<file path="src/rtl/regfile_sb_pkg.sv">
// Shared MIPS register-file constants: default widths and the hard-wired zero register.
package regfile_sb_pkg;

  localparam int MIPS_DATA_W = 32;
  localparam int MIPS_ADDR_W = 5;
  localparam int REG_ZERO    = 0;

endpackage

</file>
<file path="src/rtl/regfile_sb_bypass.sv">
// One read port: zero-register forcing, write-to-read bypass and load-pending masking.
module regfile_sb_bypass
  import regfile_sb_pkg::*;
#(
  parameter int DATA_W = MIPS_DATA_W,
  parameter int ADDR_W = MIPS_ADDR_W
) (
  input  logic [ADDR_W-1:0] addr,
  input  logic              wr0_en,
  input  logic [ADDR_W-1:0] wr0_addr,
  input  logic [DATA_W-1:0] wr0_data,
  input  logic              wr1_en,
  input  logic [ADDR_W-1:0] wr1_addr,
  input  logic [DATA_W-1:0] wr1_data,
  input  logic [DATA_W-1:0] arr_data,
  input  logic              arr_busy,
  output logic [DATA_W-1:0] data,
  output logic              busy
);

  logic is_zero;
  logic wr0_hit;
  logic wr1_hit;

  assign is_zero = (addr == ADDR_W'(REG_ZERO));
  assign wr0_hit = wr0_en && (wr0_addr == addr);
  assign wr1_hit = wr1_en && (wr1_addr == addr);

  // The ALU write is the younger instruction, so it outranks a completing load.
  always_comb begin
    data = arr_data;
    if (is_zero)      data = '0;
    else if (wr0_hit) data = wr0_data;
    else if (wr1_hit) data = wr1_data;
  end

  assign busy = arr_busy && !wr1_hit && !is_zero;

endmodule

</file>
<file path="src/rtl/regfile_sb.sv">
// Clocked MIPS register file with two writeback ports, NUM_RD bypassed read ports
// and a per-register load scoreboard.
module regfile_sb
  import regfile_sb_pkg::*;
#(
  parameter int DATA_W = MIPS_DATA_W,
  parameter int ADDR_W = MIPS_ADDR_W,
  parameter int NUM_RD = 2
) (
  input  logic                     clk,
  input  logic                     rst_n,
  input  logic [NUM_RD*ADDR_W-1:0] rd_addr,
  output logic [NUM_RD*DATA_W-1:0] rd_data,
  output logic [NUM_RD-1:0]        rd_busy,
  input  logic                     wr0_en,
  input  logic [ADDR_W-1:0]        wr0_addr,
  input  logic [DATA_W-1:0]        wr0_data,
  input  logic                     wr1_en,
  input  logic [ADDR_W-1:0]        wr1_addr,
  input  logic [DATA_W-1:0]        wr1_data,
  input  logic                     issue_en,
  input  logic [ADDR_W-1:0]        issue_addr
);

  localparam int DEPTH = 2 ** ADDR_W;

  logic [DATA_W-1:0] mem [DEPTH];
  logic [DEPTH-1:0]  busy;
  logic [DEPTH-1:0]  busy_next;

  // wr0 is applied last so it wins a same-address collision with wr1.
  always_ff @(posedge clk or negedge rst_n) begin
    if (!rst_n) begin
      for (int a = 0; a < DEPTH; a++) mem[a] <= '0;
    end else begin
      if (wr1_en && (wr1_addr != ADDR_W'(REG_ZERO))) mem[wr1_addr] <= wr1_data;
      if (wr0_en && (wr0_addr != ADDR_W'(REG_ZERO))) mem[wr0_addr] <= wr0_data;
    end
  end

  // A new issue outranks a completing load so back-to-back loads stay pending.
  always_comb begin
    busy_next = busy;
    if (wr1_en) busy_next[wr1_addr] = 1'b0;
    if (issue_en) busy_next[issue_addr] = 1'b1;
    busy_next[REG_ZERO] = 1'b0;
  end

  always_ff @(posedge clk or negedge rst_n) begin
    if (!rst_n) busy <= '0;
    else        busy <= busy_next;
  end

  for (genvar i = 0; i < NUM_RD; i++) begin : g_rd
    logic [ADDR_W-1:0] port_addr;
    assign port_addr = rd_addr[i*ADDR_W +: ADDR_W];

    regfile_sb_bypass #(
      .DATA_W(DATA_W),
      .ADDR_W(ADDR_W)
    ) u_bypass (
      .addr    (port_addr),
      .wr0_en  (wr0_en),
      .wr0_addr(wr0_addr),
      .wr0_data(wr0_data),
      .wr1_en  (wr1_en),
      .wr1_addr(wr1_addr),
      .wr1_data(wr1_data),
      .arr_data(mem[port_addr]),
      .arr_busy(busy[port_addr]),
      .data    (rd_data[i*DATA_W +: DATA_W]),
      .busy    (rd_busy[i])
    );
  end

endmodule
</file>
<file path="config.mk">
export PLATFORM = sky130hd
export DESIGN_NAME = regfile_sb
export DESIGN_NICKNAME = d
export VERILOG_FILES = /design/src/rtl/regfile_sb_pkg.sv /design/src/rtl/regfile_sb_bypass.sv /design/src/rtl/regfile_sb.sv
export SDC_FILE = /design/constraint.sdc
export NUM_CORES = 2
export LEC_CHECK = 0
export CORE_MARGIN = 10
export CORE_UTILIZATION = 50
export DETAILED_ROUTE_END_ITERATION = 7
export PLACE_DENSITY_LB_ADDON = 0.08
export SLEW_MARGIN = 5
export SYNTH_ARGS = -nofsm -noshare
export SYNTH_HDL_FRONTEND = slang
export SYNTH_SLANG_ARGS = --single-unit
</file>
<file path="constraint.sdc">
create_clock -name clk -period 4.1 [get_ports clk]
set_clock_uncertainty 0.15 [all_clocks]
set_input_delay 1.025 -clock clk [delete_from_list [all_inputs] [get_ports clk]]
set_output_delay 1.025 -clock clk [all_outputs]
set_load 0.03 [all_outputs]
</file>
Word-level counts from Yosys, hierarchy flattened
Cells that the tools add are included.
- register bits: 1055
- output and inout port bits: 66
- bits of input ports: 94
- logic and storage cells: 108
- multiplexer cells: 30
- equal/unequal tests: 4
- bitwise operators: 7
- magnitude comparators: 12
- reductions and logical operators: 22
- operator list (kind ; number):
    bitwise mux 1024 bit ; 2
    2-to-1 mux 1024 bit ; 2
    2-to-1 mux 32 bit ; 14
    binary-select mux 32 bit (select 5 bit) ; 2
    demux 32 bit (select 5 bit) ; 2
    bitwise AND 32 bit ; 1
    inverter 32 bit ; 1
    OR 32 bit ; 1
    >= comparator 6 bit, second input constant ; 4
    less-than comparator 5 x 6 -> 1 bit, second input constant ; 4
    inverter 5 -> 6 bit ; 4
    equality test 5 bit ; 4
    logical AND 1 bit ; 14
    less-than comparator 6 x 1 -> 1 bit, second input constant ; 2
    binary-select mux 1 bit (select 5 bit) ; 2
    demux 1 bit (select 5 bit) ; 2
    >= comparator 5 x 1 -> 1 bit, second input constant ; 2
    logical NOT 5 bit ; 2
    nonzero test 5 bit ; 2
    logical NOT 1 bit ; 4
    2-to-1 mux 1 bit ; 4

Longest topological paths before layout
- depth in word-level cells: 9
- gate-level depth with buffers: 11
- depth with buffers taken out: 6

Cells and area by module
From an unflattened synthesis, not the netlist that was laid out.
- cells, all modules: 6164
- area, all modules: 66506.3 sq um
- modules (own cells, without submodules) (module ; instances ; area an instance (sq um) ; seq. area each (sq um) ; cells an instance):
    regfile_sb ; 1 ; 63948.8 ; 26400.3 ; 5808
    regfile_sb_bypass ; 2 ; 1278.7 ; 0.0 ; 178

Least setup slack after synthesis
No wires, ideal clock.
- kind: input to output
- from: in rd_addr[1]
- to: out rd_data[7]
- setup slack: -0.223 ns
- data required time: 2.925 ns
- data arrival time: 3.148 ns
- stages on the path: 9
- buffers on the path: 3
- path through: buf_2 -> buf_2 -> buf_1 -> nor3_1 -> a221oi_1 -> o21ai_0 -> o22ai_1 -> nor2_1 -> o21ai_0
- longest elaborated chain between the ends: 7
- elaborated cells on any way between the ends: 12
- classes of those cells: eq/ne (2); mux (6); bitwise (1); reduce/logical (3)
- ends and longest elaborated chain (element ; line ; text):
    from (decl) ; regfile_sb.sv:12 ; input logic [NUM_RD*ADDR_W-1:0] rd_addr,
    inverter 5 -> 6 bit (implied by the code) ; regfile_sb.sv:69 ; .arr_data(mem[port_addr]),
    binary-select mux 32 bit (select 5 bit) ; regfile_sb.sv:69 ;
    2-to-1 mux 32 bit (implied by the code) (2 in a row) ; regfile_sb.sv:69 ;
    2-to-1 mux 32 bit ; regfile_sb_bypass.sv:34 ; else if (wr1_hit) data = wr1_data;
    2-to-1 mux 32 bit ; regfile_sb_bypass.sv:33 ; else if (wr0_hit) data = wr0_data;
    2-to-1 mux 32 bit (*) ; regfile_sb_bypass.sv:32 ; if (is_zero) data = '0;
    to (decl) ; regfile_sb.sv:13 ; output logic [NUM_RD*DATA_W-1:0] rd_data,
Mark *: on every way between the ends. The rest lies on a longest branch, timed or not. The select of a mux whose other input is x is not followed.

Worst setup path in the final report
- from: in rd_addr[0]
- to: out rd_data[9]
The elaborated chain is that of the path after synthesis.

==> metrics.md <==
| Metric | Value |
|---|---|
| Leakage power | `approximately 35 nW` |
| #FFs+latches synth | `1,055` |
| Die Footprint | `149,000 um^2` |
| Clock Pin Slew Worst Setup and Hold Paths | `roughly 0.06 ns` |
| Mux cell area share after synthesis | `between 30% and 40%` |
| Total GRT Usage | `a little under 40%` |
| Most common cell after layout, fill and taps aside | `mux2i_1` |
| CP max FO | `4` |
| Pre-antenna DRT Iters | `8` |
| Global-route wire length before repair | `~420 mm` |
| Layout cells sized above 1 | `between 20% and 30%` |
| Synthesized-area fraction occupied by and/or/nand/nor cells | `about 7.8%` |
| Mapped Area | `67,000 um^2` |
| Starting density of the core | `between 50% and 60%` |
| Initial drt markers | `roughly 9,300` |
| Mapped Nets | `between 6,000 and 7,000` |
| Final worst slack | `-0.286 ns` |
| Placed Cells | `about 8,000` |
| Core area | `between 100,000 and 150,000 um^2` |
| Yosys cell types | `68` |
| Die Y-Extent | `slightly below 400 um` |
| Vias | `approximately 58,000` |
| Post-synth ARST share | `100%` |
| Cells after synthesis | `6,255` |
| Startpoint types | `input pin` |
| Area Growth Syn to Fin | `23.7%` |
| Most used flip-flop cell after synthesis | `dfrtp_1` |
| Outcome | `complete, but fails checks` |
| Violated checks | `DRC, setup timing` |
| Fmax | `228 MHz` |
| Slew Limit Fails | `0` |
| Die X | `about 390 um` |
| CTS Buffer Depth | `3` |
| Site Rows | `between 100 and 150` |
| Placer Congestion | `0.929` |
| Post-synthesis sequential area ratio | `39.4%` |
| Clock latency at the later pin of the worst-skew pair | `~0.75 ns` |
| Combinational family with the most area after synthesis | `multiplexers` |
| Nets | `around 6,500` |
| Largest net degree at the start of global routing | `120` |
| Number of hold buffers added after CTS | `0` |
| Routed len/inst | `roughly 36 um` |
| Max incr delay on CP | `0.31 ns` |
| Final min period | `4.39 ns` |
| CP Class | `input pin to output pin` |
| Root buffer cell | `clkbuf_16` |
| Most frequent cells in the layout | `mux2i_1 (1,065), dfrtp_1 (1,055), a21oi_1 (640)` |
| H-tree Lvls | `3` |
| Total congestion overflow | `0` |
| Power Total | `between 30 and 40 mW` |
| DP Worst Slack | `-0.670 ns` |
| Initial antenna violation count | `9` |
| Post-route DRC | `3` |
| Layout fillers | `10,532` |
| RSZ-0062 raised after global routing | `yes` |
| Complex-gate fraction of the synthesized area | `between 10% and 20%` |
| Max-cap viol count | `0` |
| Ports | `160` |
| # setup viols final | `50` |
| Port-buffer cells | `around 160` |
| XOR/XNOR Fraction of Synth Area | `less than 1%` |
| Worst Tran Pin Value | `around 0.9 ns` |
| Cell Pwr Density | `about 460 nW/um^2` |
| Crit path cell chain | `buf_16, buf_12, buf_8, xor2_4, nor4_4, and3_4, buf_6, buf_12, nor2_4, nand3_4, buf_6, o221ai_4, buf_12` |
| Final Hold Fails | `0` |
| Via/cell ratio | `between 7 and 8` |
| Setup_tns | `-7.25 ns` |
| Register area | `26,400 um^2` |
| Non-Filler Instances | `8,317` |
| Critical Path RT | `around 3 ns` |
| Crit share post-route | `107%` |
| Final WL | `just over 300 mm` |
| Routed Antenna Nets | `0` |
| TritonCTS Buffers | `121` |
| Utilization after layout | `about 62%` |
| Max IR drop VDD | `just over 0.4 mV` |
| CP max-delay cell | `o221ai_4` |
| CTS tree | `yes` |
| Post-synth EDFFs | `0` |
| Multi-input gate area | `roughly 39,000 um^2` |
| Crit path top cell by count | `buf_12` |
| CTS sink count | `1,055` |
| Vias in the first global route | `55,232` |
| Critical Path AT | `between 3 and 4 ns` |
| Worst hold path type | `input pin to asynchronous set/reset pin` |
| Post-Synth Adder-Cell Area | `0%` |
| CP Capture Type | `output pin` |
| Syn avg cell area | `10.7 um^2` |
| Yosys Warn Count | `0` |
| Post-detail-place hpwl | `181 mm` |
| Relative slew slack | `roughly 39%` |
## registers in the layout, summed over array words and instances, names as in the netlist
signal	flops
mem	1024
busy	31
## layout make-up
type | instances | area share [%]
Sequential cell | 1055 | 31.8
Tap cell | 1768 | 2.67
Antenna cell | 4 | 0.0121
Clock buffer | 175 | 4.30
Multi-Input combinational cell | 4370 | 46.9
Clock inverter | 55 | 0.832
Inverter | 13 | 0.0619
Timing Repair Buffer | 877 | 13.4
## synth_stat cells, types with 4 or more instances
cell type | n | area [um^2]
a211oi_1 | 8 | 60.1
a21oi_1 | 654 | 3270
a221o_1 | 9 | 90.1
a221oi_1 | 20 | 175
a22o_1 | 20 | 175
a22oi_1 | 62 | 465
a32oi_1 | 66 | 578
and3_1 | 9 | 56.3
and3b_1 | 4 | 35.0
buf_1 | 67 | 251
buf_12 | 4 | 80.1
buf_2 | 107 | 536
buf_4 | 45 | 338
buf_6 | 23 | 259
buf_8 | 15 | 225
clkbuf_1 | 515 | 1930
clkbuf_2 | 32 | 160
clkbuf_4 | 6 | 45.0
dfrtp_1 | 1055 | 26400
inv_1 | 13 | 48.8
mux2_2 | 17 | 191
mux2i_1 | 1081 | 10800
mux4_1 | 16 | 420
mux4_2 | 522 | 11800
nand2_1 | 529 | 1990
nand2b_1 | 11 | 68.8
nand3_1 | 18 | 90.1
nand3b_1 | 9 | 67.6
nor2_1 | 659 | 2470
nor2_2 | 4 | 25.0
nor2b_1 | 5 | 31.3
nor3_1 | 12 | 60.1
nor3b_1 | 14 | 105
nor4_1 | 4 | 25.0
o2111ai_1 | 31 | 272
o211ai_1 | 23 | 173
o21ai_0 | 436 | 2180
o21bai_1 | 4 | 30.0
o221ai_1 | 13 | 114
o22ai_1 | 38 | 238
o2bb2ai_1 | 5 | 43.8
o31ai_1 | 9 | 67.6
or2_2 | 5 | 31.3
xnor2_1 | 8 | 70.1
xor2_1 | 12 | 105
## final timing paths
path	startpoint	to	slack, ns	depth (start not counted)
max	rd_addr[0]	rd_data[9]	-0.29	13
min	rst_n	mem[8]	0.09	1
max reg2reg	mem[815]	mem[815]	3.08	2
min reg2reg	mem[992]	mem[992]	0.25	0
max in group asynchronous	rst_n	mem[430]	2.55	3
min in group clk	mem[992]	mem[992]	0.25	0
## critical path: cells and delay by family
family / cells / cell delay (ns)
XOR/XNOR: 1 / 0.16
AO/OA/AOI/OAI: 1 / 0.31
buffers and inverters: 7 / 1.01
AND/OR/NAND/NOR: 4 / 0.67
## routing by layer
metal  share of wire, %  wire length, um  vias to the layer above  track usage, %
met5              0.012               36                        -               0
met1                 37           111000                    29380            53.3
met2                 42           126000                     4609            56.0
met3                 14            43800                     1097            13.0
li1                   -                -                    23376               -
met4                7.3            22200                        6            23.2
## where the power goes
group | internal [mW] | switching (mW) | total (mW)
registers | 13.1 | 2.24 | 15.4
clock network | 6.91 | 4.92 | 11.8
logic | 6.18 | 5.16 | 11.3
total | 26.2 | 12.3 | 38.5
## timing repair
item | CTS | global route
pin swaps | 66 | 83
gates resized for setup | 329 | 188
endpoints found under the setup margin | 66 | 66
gates cloned | 22 | 10
setup buffers | 66 | 52
hold endpoints to repair | 0 | 0
## cell families (layout without fill, tap and decap cells)
family / after synthesis / after routing
AO/OA/AOI/OAI: 1409 / 1409
flip-flops: 1055 / 1055
AND/OR/NAND/NOR: 1302 / 1302
XOR/XNOR: 20 / 20
other: 0 / 4
multiplexers: 1639 / 1639
buffers and inverters: 830 / 1120
## metrics by stage
step           instance area [um^2]  hold slack (ns)
3_3_place_gp                  74600            0.226
3_5_place_dp                  74600            0.233
5_1_grt                       82900           0.0820
6_report                      82900           0.0946
4_1_cts                       81600           0.0614
2_1_floorplan                 67100            0.288
Power figures use the tool's default switching activity.
